<file path="src/rtl/if_stage_pkg.sv">
// if_stage_pkg: shared widths, defaults, fetch state encoding and IF/ID payload for the fetch stage.
package if_stage_pkg;
  localparam int INST_W = 32;
  localparam int ADDR_W = 32;
  localparam logic [INST_W-1:0] NOP_INST_DEF = 32'h0000_0013;
  localparam logic [ADDR_W-1:0] RESET_PC_DEF = 32'h0000_0000;
  typedef enum logic [1:0] {
    S_FETCH = 2'd0,
    S_WAIT  = 2'd1,
    S_HOLD  = 2'd2
  } fetch_state_t;
  typedef struct packed {
    logic [INST_W-1:0] inst;
    logic [ADDR_W-1:0] pc;
    logic [ADDR_W-1:0] pc4;
  } if_id_t;
endpackage

</file>
<file path="src/rtl/if_stage_if_id_reg.sv">
// if_id_reg: IF/ID pipeline register; bubble beats load, neither means hold.
module if_id_reg
  import if_stage_pkg::*;
#(
  parameter logic [INST_W-1:0] NOP_INST = NOP_INST_DEF
) (
  input  logic              clk,
  input  logic              rst,
  input  logic              load,
  input  logic              bubble,
  input  if_id_t            data,
  output logic [INST_W-1:0] id_inst,
  output logic [ADDR_W-1:0] id_pc,
  output logic [ADDR_W-1:0] id_pc4,
  output logic              id_valid
);
  always_ff @(posedge clk) begin
    if (rst) begin
      id_inst  <= NOP_INST;
      id_pc    <= '0;
      id_pc4   <= '0;
      id_valid <= 1'b0;
    end else if (bubble) begin
      id_inst  <= NOP_INST;
      id_valid <= 1'b0;
    end else if (load) begin
      id_inst  <= data.inst;
      id_pc    <= data.pc;
      id_pc4   <= data.pc4;
      id_valid <= 1'b1;
    end
  end
endmodule

</file>
<file path="src/rtl/if_stage.sv">
// if_stage: PC, variable-latency imem fetch FSM, 1-entry stall buffer and IF/ID register.
// Optional IF_PERF_CNT_EN adds delivered-word and bubble-cycle counters.
module if_stage
  import if_stage_pkg::*;
#(
  parameter logic [ADDR_W-1:0] RESET_PC = RESET_PC_DEF,
  parameter logic [INST_W-1:0] NOP_INST = NOP_INST_DEF
) (
  input  logic              clk,
  input  logic              rst,
  input  logic              stall,
  input  logic              redirect,
  input  logic [ADDR_W-1:0] redirect_pc,
  output logic              imem_req,
  output logic [ADDR_W-1:0] imem_addr,
  input  logic              imem_ack,
  input  logic [INST_W-1:0] imem_rdata,
  output logic [INST_W-1:0] id_inst,
  output logic [ADDR_W-1:0] id_pc,
  output logic [ADDR_W-1:0] id_pc4,
`ifdef IF_PERF_CNT_EN
  output logic [31:0]       perf_fetch_cnt,
  output logic [31:0]       perf_bubble_cnt,
`endif
  output logic              id_valid
);
  fetch_state_t state, state_n;
  logic [ADDR_W-1:0] pc, pc_n, pc4;
  logic [INST_W-1:0] hold_inst, hold_inst_n;
  logic kill, kill_n, load, bubble, ack_live;
  if_id_t data;
  assign pc4 = pc + 32'd4;
  assign imem_addr = pc;
  // A redirect in FETCH retargets the PC, so the stale request is never issued.
  assign imem_req = state == S_FETCH && !redirect && !rst;
  always_comb begin
    ack_live = state == S_WAIT && imem_ack && !kill;
    load = !redirect && !stall && (ack_live || state == S_HOLD);
    bubble = redirect || (!stall && !load);
    data = '{inst: state == S_HOLD ? hold_inst : imem_rdata, pc: pc, pc4: pc4};
    pc_n = redirect ? (redirect_pc & ~32'h3) : load ? pc4 : pc;
    hold_inst_n = redirect ? NOP_INST : (ack_live && stall) ? imem_rdata : hold_inst;
    kill_n = state == S_WAIT && !imem_ack && (redirect || kill);
    state_n = redirect ? ((state == S_WAIT && !imem_ack) ? S_WAIT : S_FETCH)
            : state == S_FETCH ? S_WAIT
            : state == S_HOLD ? (stall ? S_HOLD : S_FETCH)
            : !imem_ack ? S_WAIT
            : (kill || !stall) ? S_FETCH : S_HOLD;
  end
  always_ff @(posedge clk) begin
    if (rst) begin
      state     <= S_FETCH;
      pc        <= RESET_PC;
      kill      <= 1'b0;
      hold_inst <= NOP_INST;
    end else begin
      state     <= state_n;
      pc        <= pc_n;
      kill      <= kill_n;
      hold_inst <= hold_inst_n;
    end
  end
  if_id_reg #(.NOP_INST(NOP_INST)) u_if_id (
    .clk(clk),
    .rst(rst),
    .load(load),
    .bubble(bubble),
    .data(data),
    .id_inst(id_inst),
    .id_pc(id_pc),
    .id_pc4(id_pc4),
    .id_valid(id_valid)
  );
`ifdef IF_PERF_CNT_EN
  always_ff @(posedge clk) begin
    if (rst) begin
      perf_fetch_cnt  <= '0;
      perf_bubble_cnt <= '0;
    end else begin
      perf_fetch_cnt  <= perf_fetch_cnt + 32'(load);
      perf_bubble_cnt <= perf_bubble_cnt + 32'(bubble);
    end
  end
`endif
endmodule

</file>
<file path="config.mk">
export PLATFORM = sky130hd
export DESIGN_NAME = if_stage
export DESIGN_NICKNAME = d
export VERILOG_FILES = /design/src/rtl/if_stage_pkg.sv /design/src/rtl/if_stage_if_id_reg.sv /design/src/rtl/if_stage.sv
export SDC_FILE = /design/constraint.sdc
export NUM_CORES = 1
export LEC_CHECK = 0
export CAP_MARGIN = 20
export CORE_UTILIZATION = 45
export CTS_BUF_LIST = sky130_fd_sc_hd__clkbuf_8
export DETAILED_ROUTE_END_ITERATION = 7
export GPL_ROUTABILITY_DRIVEN = 0
export HOLD_SLACK_MARGIN = 0.08
export PLACE_DENSITY = 0.73
export SYNTH_ARGS = -nofsm -noshare
export SYNTH_HDL_FRONTEND = slang
export SYNTH_SLANG_ARGS = --single-unit
</file>
<file path="constraint.sdc">
create_clock -name clk -period 5.9 [get_ports clk]
set_clock_uncertainty 0.1 [all_clocks]
set_input_delay 0.59 -clock clk [delete_from_list [all_inputs] [get_ports clk]]
set_output_delay 0.59 -clock clk [all_outputs]
set_load 0.05 [all_outputs]
</file>
==> impl_results.md <==
- Post-cts sizing count: 0
- Number of I/O port buffers: 190
- Fmax: 278 MHz
- Routed wire length: 18300 um
- Detailed Routing Iterations Pass 1: 4
- Placement Cell Area: 8920 um^2
- Setup bufs post-CTS: 0
- DIE AREA: 16400 um^2
- GRT Overall Usage: 22.7%
- Largest net degree at the start of global routing: 93
- Worst Path Class, Setup: primary input to output port
- Sink Count: 158
- Yosys top cell by area: dfxtp_1
- Worst path slowest cell: clkdlybuf4s50_1
- Final Hold Fails: 0
- Row cnt: 45
- Complex-gate fraction of the synthesized area: 15.4%
- Critical Path AT: 2910 ps
- Worst slack at placement: 2190 ps
- CTS tree: yes
- Number of synthesized flops with an enable pin: 0
- Layout cells sized above 1: 6.45%
- Routing usage on met2: 36.5%
- Ratio of final minimum period to clock period: 61.0%
- CTS Buffer Depth: 2
- Simple-gate area share of the yosys netlist: 21.1%
- Max Slew Vio Count: 0
- Setup Viol. Count Final: 0
- Final min period: 3600 ps
- Tot Pwr: 0.00224 W
- Final WS setup: 2300 ps
- Status: complete, no violations
- Worst vdd ir: 0.000125 V
- CP max stage delay: 870 ps
- Mux cell area share after synthesis: 4.62%
- Grt ovf: 0
- Synth Area per Inst: 8.30 um^2
- Global Route met1 Usage: 28.7%
- Total number of vias: 6222
- Area growth syn-to-layout: 30.9%
- Synth top area cells: dfxtp_1 44%, nand2_1 7.9%, a211oi_1 7.5%, nor2_1 5.1%, a21oi_1 4.8%
- CP endpoint kind: output port
- Ant. Diodes: 0
- Critical Path Start Type: primary input
- Crit-path max FO: 33
- Synth Instances: 862
- Setup TNS: 0 ps
- Average routed wire per standard cell: 15.2 um
- CP Cell Sequence: clkdlybuf4s50_1 -> buf_4 -> or2_2 -> nor3_1 -> clkdlybuf4s50_1
- Leakage: 3.23 nW
- CTS Hold Bufs: 0
- Nets@finish: 1049
- Maximum Capacitance Violations: 0
- Async SR Flop Fraction: 0%
- Clock Latency Late Sink: 450 ps
- Core footprint: 15400 um^2
- Final Cell Area: 9360 um^2
- Die H: 128 um
- # IOs: 199
- H-tree lvl count: 4
- Count of cell types in the netlist: 50
- Initial core utilization: 46.5%
- Unrepaired setup endpoints after global routing: false
- Adder-cell area share of the yosys netlist: 0.175%
- XOR/XNOR share of the synthesized area: 6.12%
- Initial DRC count: 347
- Antenna viol nets, final: 0
- Main combinational cell family by area after synthesis: simple AND/OR/NAND/NOR gates
- Initial antenna violation count: 0
- Crit-path most repeated cell: clkdlybuf4s50_1
- Critical path's top delay family: buffers and inverters
- First-pass GRT wire length: 29300 um
- Critical Path RT: 5210 ps
- Reg clk slew, reported paths: 80 ps
- # DRC: 0
- Ys Warns: 0
- Dominant synthesized flop cell: dfxtp_1
- Vias in the first global route: 5743
- Worst Tran Pin Value: 1040 ps
- Sequential-to-total area share from yosys stat: 44.2%
- Slew Limit Headroom: 30.2%
- Root Buffer: clkbuf_8
- Vias/cell: 5.17
- Grt peak-use layer: met2
- Grt met3 use: 7.47%
- #FFs+latches synth: 158
- Hold Path Class: flop to flop
- Top cell type's share of synthesized area: 44.2%
- Pwr dens: 239 nW/um^2
- Detail Placement HPWL: 12300 um
- Number of CTS-inserted buffers: 17
- Chip Width: 128 um
- Bufs and invs on worst path: 3
- Post-Synthesis Cell Area: 7150 um^2
[placed cells by master (no fill, tap or decap), types with 6 or more instances in the layout]
| cell type | netlist | layout |
|---|---|---|
| a211oi_1 | 71 | 71 |
| inv_1 | 6 | 8 |
| xor2_1 | 22 | 22 |
| nand3_1 | 22 | 22 |
| o21ai_0 | 7 | 7 |
| nor2_1 | 98 | 96 |
| clkbuf_8 | 0 | 21 |
| clkdlybuf4s50_1 | 0 | 189 |
| nor3_1 | 14 | 14 |
| or3_1 | 6 | 6 |
| conb_1 | 1 | 6 |
| a21oi_1 | 69 | 69 |
| buf_4 | 36 | 11 |
| mux2i_1 | 33 | 33 |
| nand4_1 | 10 | 10 |
| xnor2_1 | 28 | 28 |
| nand2_1 | 150 | 150 |
| dfxtp_1 | 158 | 158 |
[flip-flops by register name, summed over array words and instances (netlist names)]
signal            count
hold_inst            32
u_if_id.id_inst      32
imem_addr            30
u_if_id.id_pc4       30
u_if_id.id_pc        30
state                 2
kill                  1
u_if_id.id_valid      1
[worst register-to-register path: stages (launching register included)]
cell	delay [ps]
dfxtp_1	550
ha_1	320
inv_1	110
nor4_2	910
nand4_1	230
xor2_1	210
a211oi_1	220
[Yosys cell counts (13+ instances only)]
cell type / count
a21oi_1: 69
a211oi_1: 71
dfxtp_1: 158
nand2_1: 150
buf_4: 36
nor2_1: 98
mux2i_1: 33
xnor2_1: 28
nand3_1: 22
buf_2: 13
nor3_1: 14
clkbuf_1: 55
xor2_1: 22
[routing by layer]
layer / wire length (um) / part of all wire [%]
met2: 8500 / 46
met1: 8080 / 44
met3: 1560 / 8.5
met4: 178 / 0.97
met5: 0 / 0
[stage by stage]
step           util [%]  instances  hold slack, ps
5_1_grt            60.9       1203             364
3_5_place_dp       58.0       1169             346
2_1_floorplan         -        867             336
3_3_place_gp       57.8       1168             341
4_1_cts            60.6       1201             333
6_report           60.9       1203             355
[logic make-up (layout without fill, tap and decap cells)]
group | after synthesis | in the layout
flip-flops | 158 | 158
XOR/XNOR | 50 | 50
adder cells (fa/ha/maj) | 1 | 1
AND/OR/NAND/NOR | 332 | 332
multiplexers | 33 | 33
AO/OA/AOI/OAI | 170 | 170
buffers and inverters | 117 | 242
other | 1 | 6
[cell type report]
cell class	count	area [um^2]
Fill cell	1393	6010
Clock inverter	11	115
Sequential cell	158	3160
Inverter	6	22.5
Multi-Input combinational cell	592	3440
Timing Repair Buffer	204	2060
Clock buffer	21	289
Tap cell	211	264
[report_power, final]
part	internal [W]	total [W]	switching [W]
sequential	0.00109	0.00113	0.0000396
clock	0.000418	0.000816	0.000398
combinational	0.000118	0.000293	0.000175
[final timing paths]
check	from	end	slack [ps]	depth (start not counted)
worst max-delay path	redirect	imem_req	2300	5
worst min-delay path	hold_inst[6]$_SDFFE_PP0P_	hold_inst[6]$_SDFFE_PP0P_	350	2
worst max register to register	imem_addr[2]$_SDFFE_PP0P_	imem_addr[28]$_SDFFE_PP0P_	3170	6
worst min register to register	hold_inst[6]$_SDFFE_PP0P_	hold_inst[6]$_SDFFE_PP0P_	350	2
Note: power is estimated with default switching activity, not from simulation.
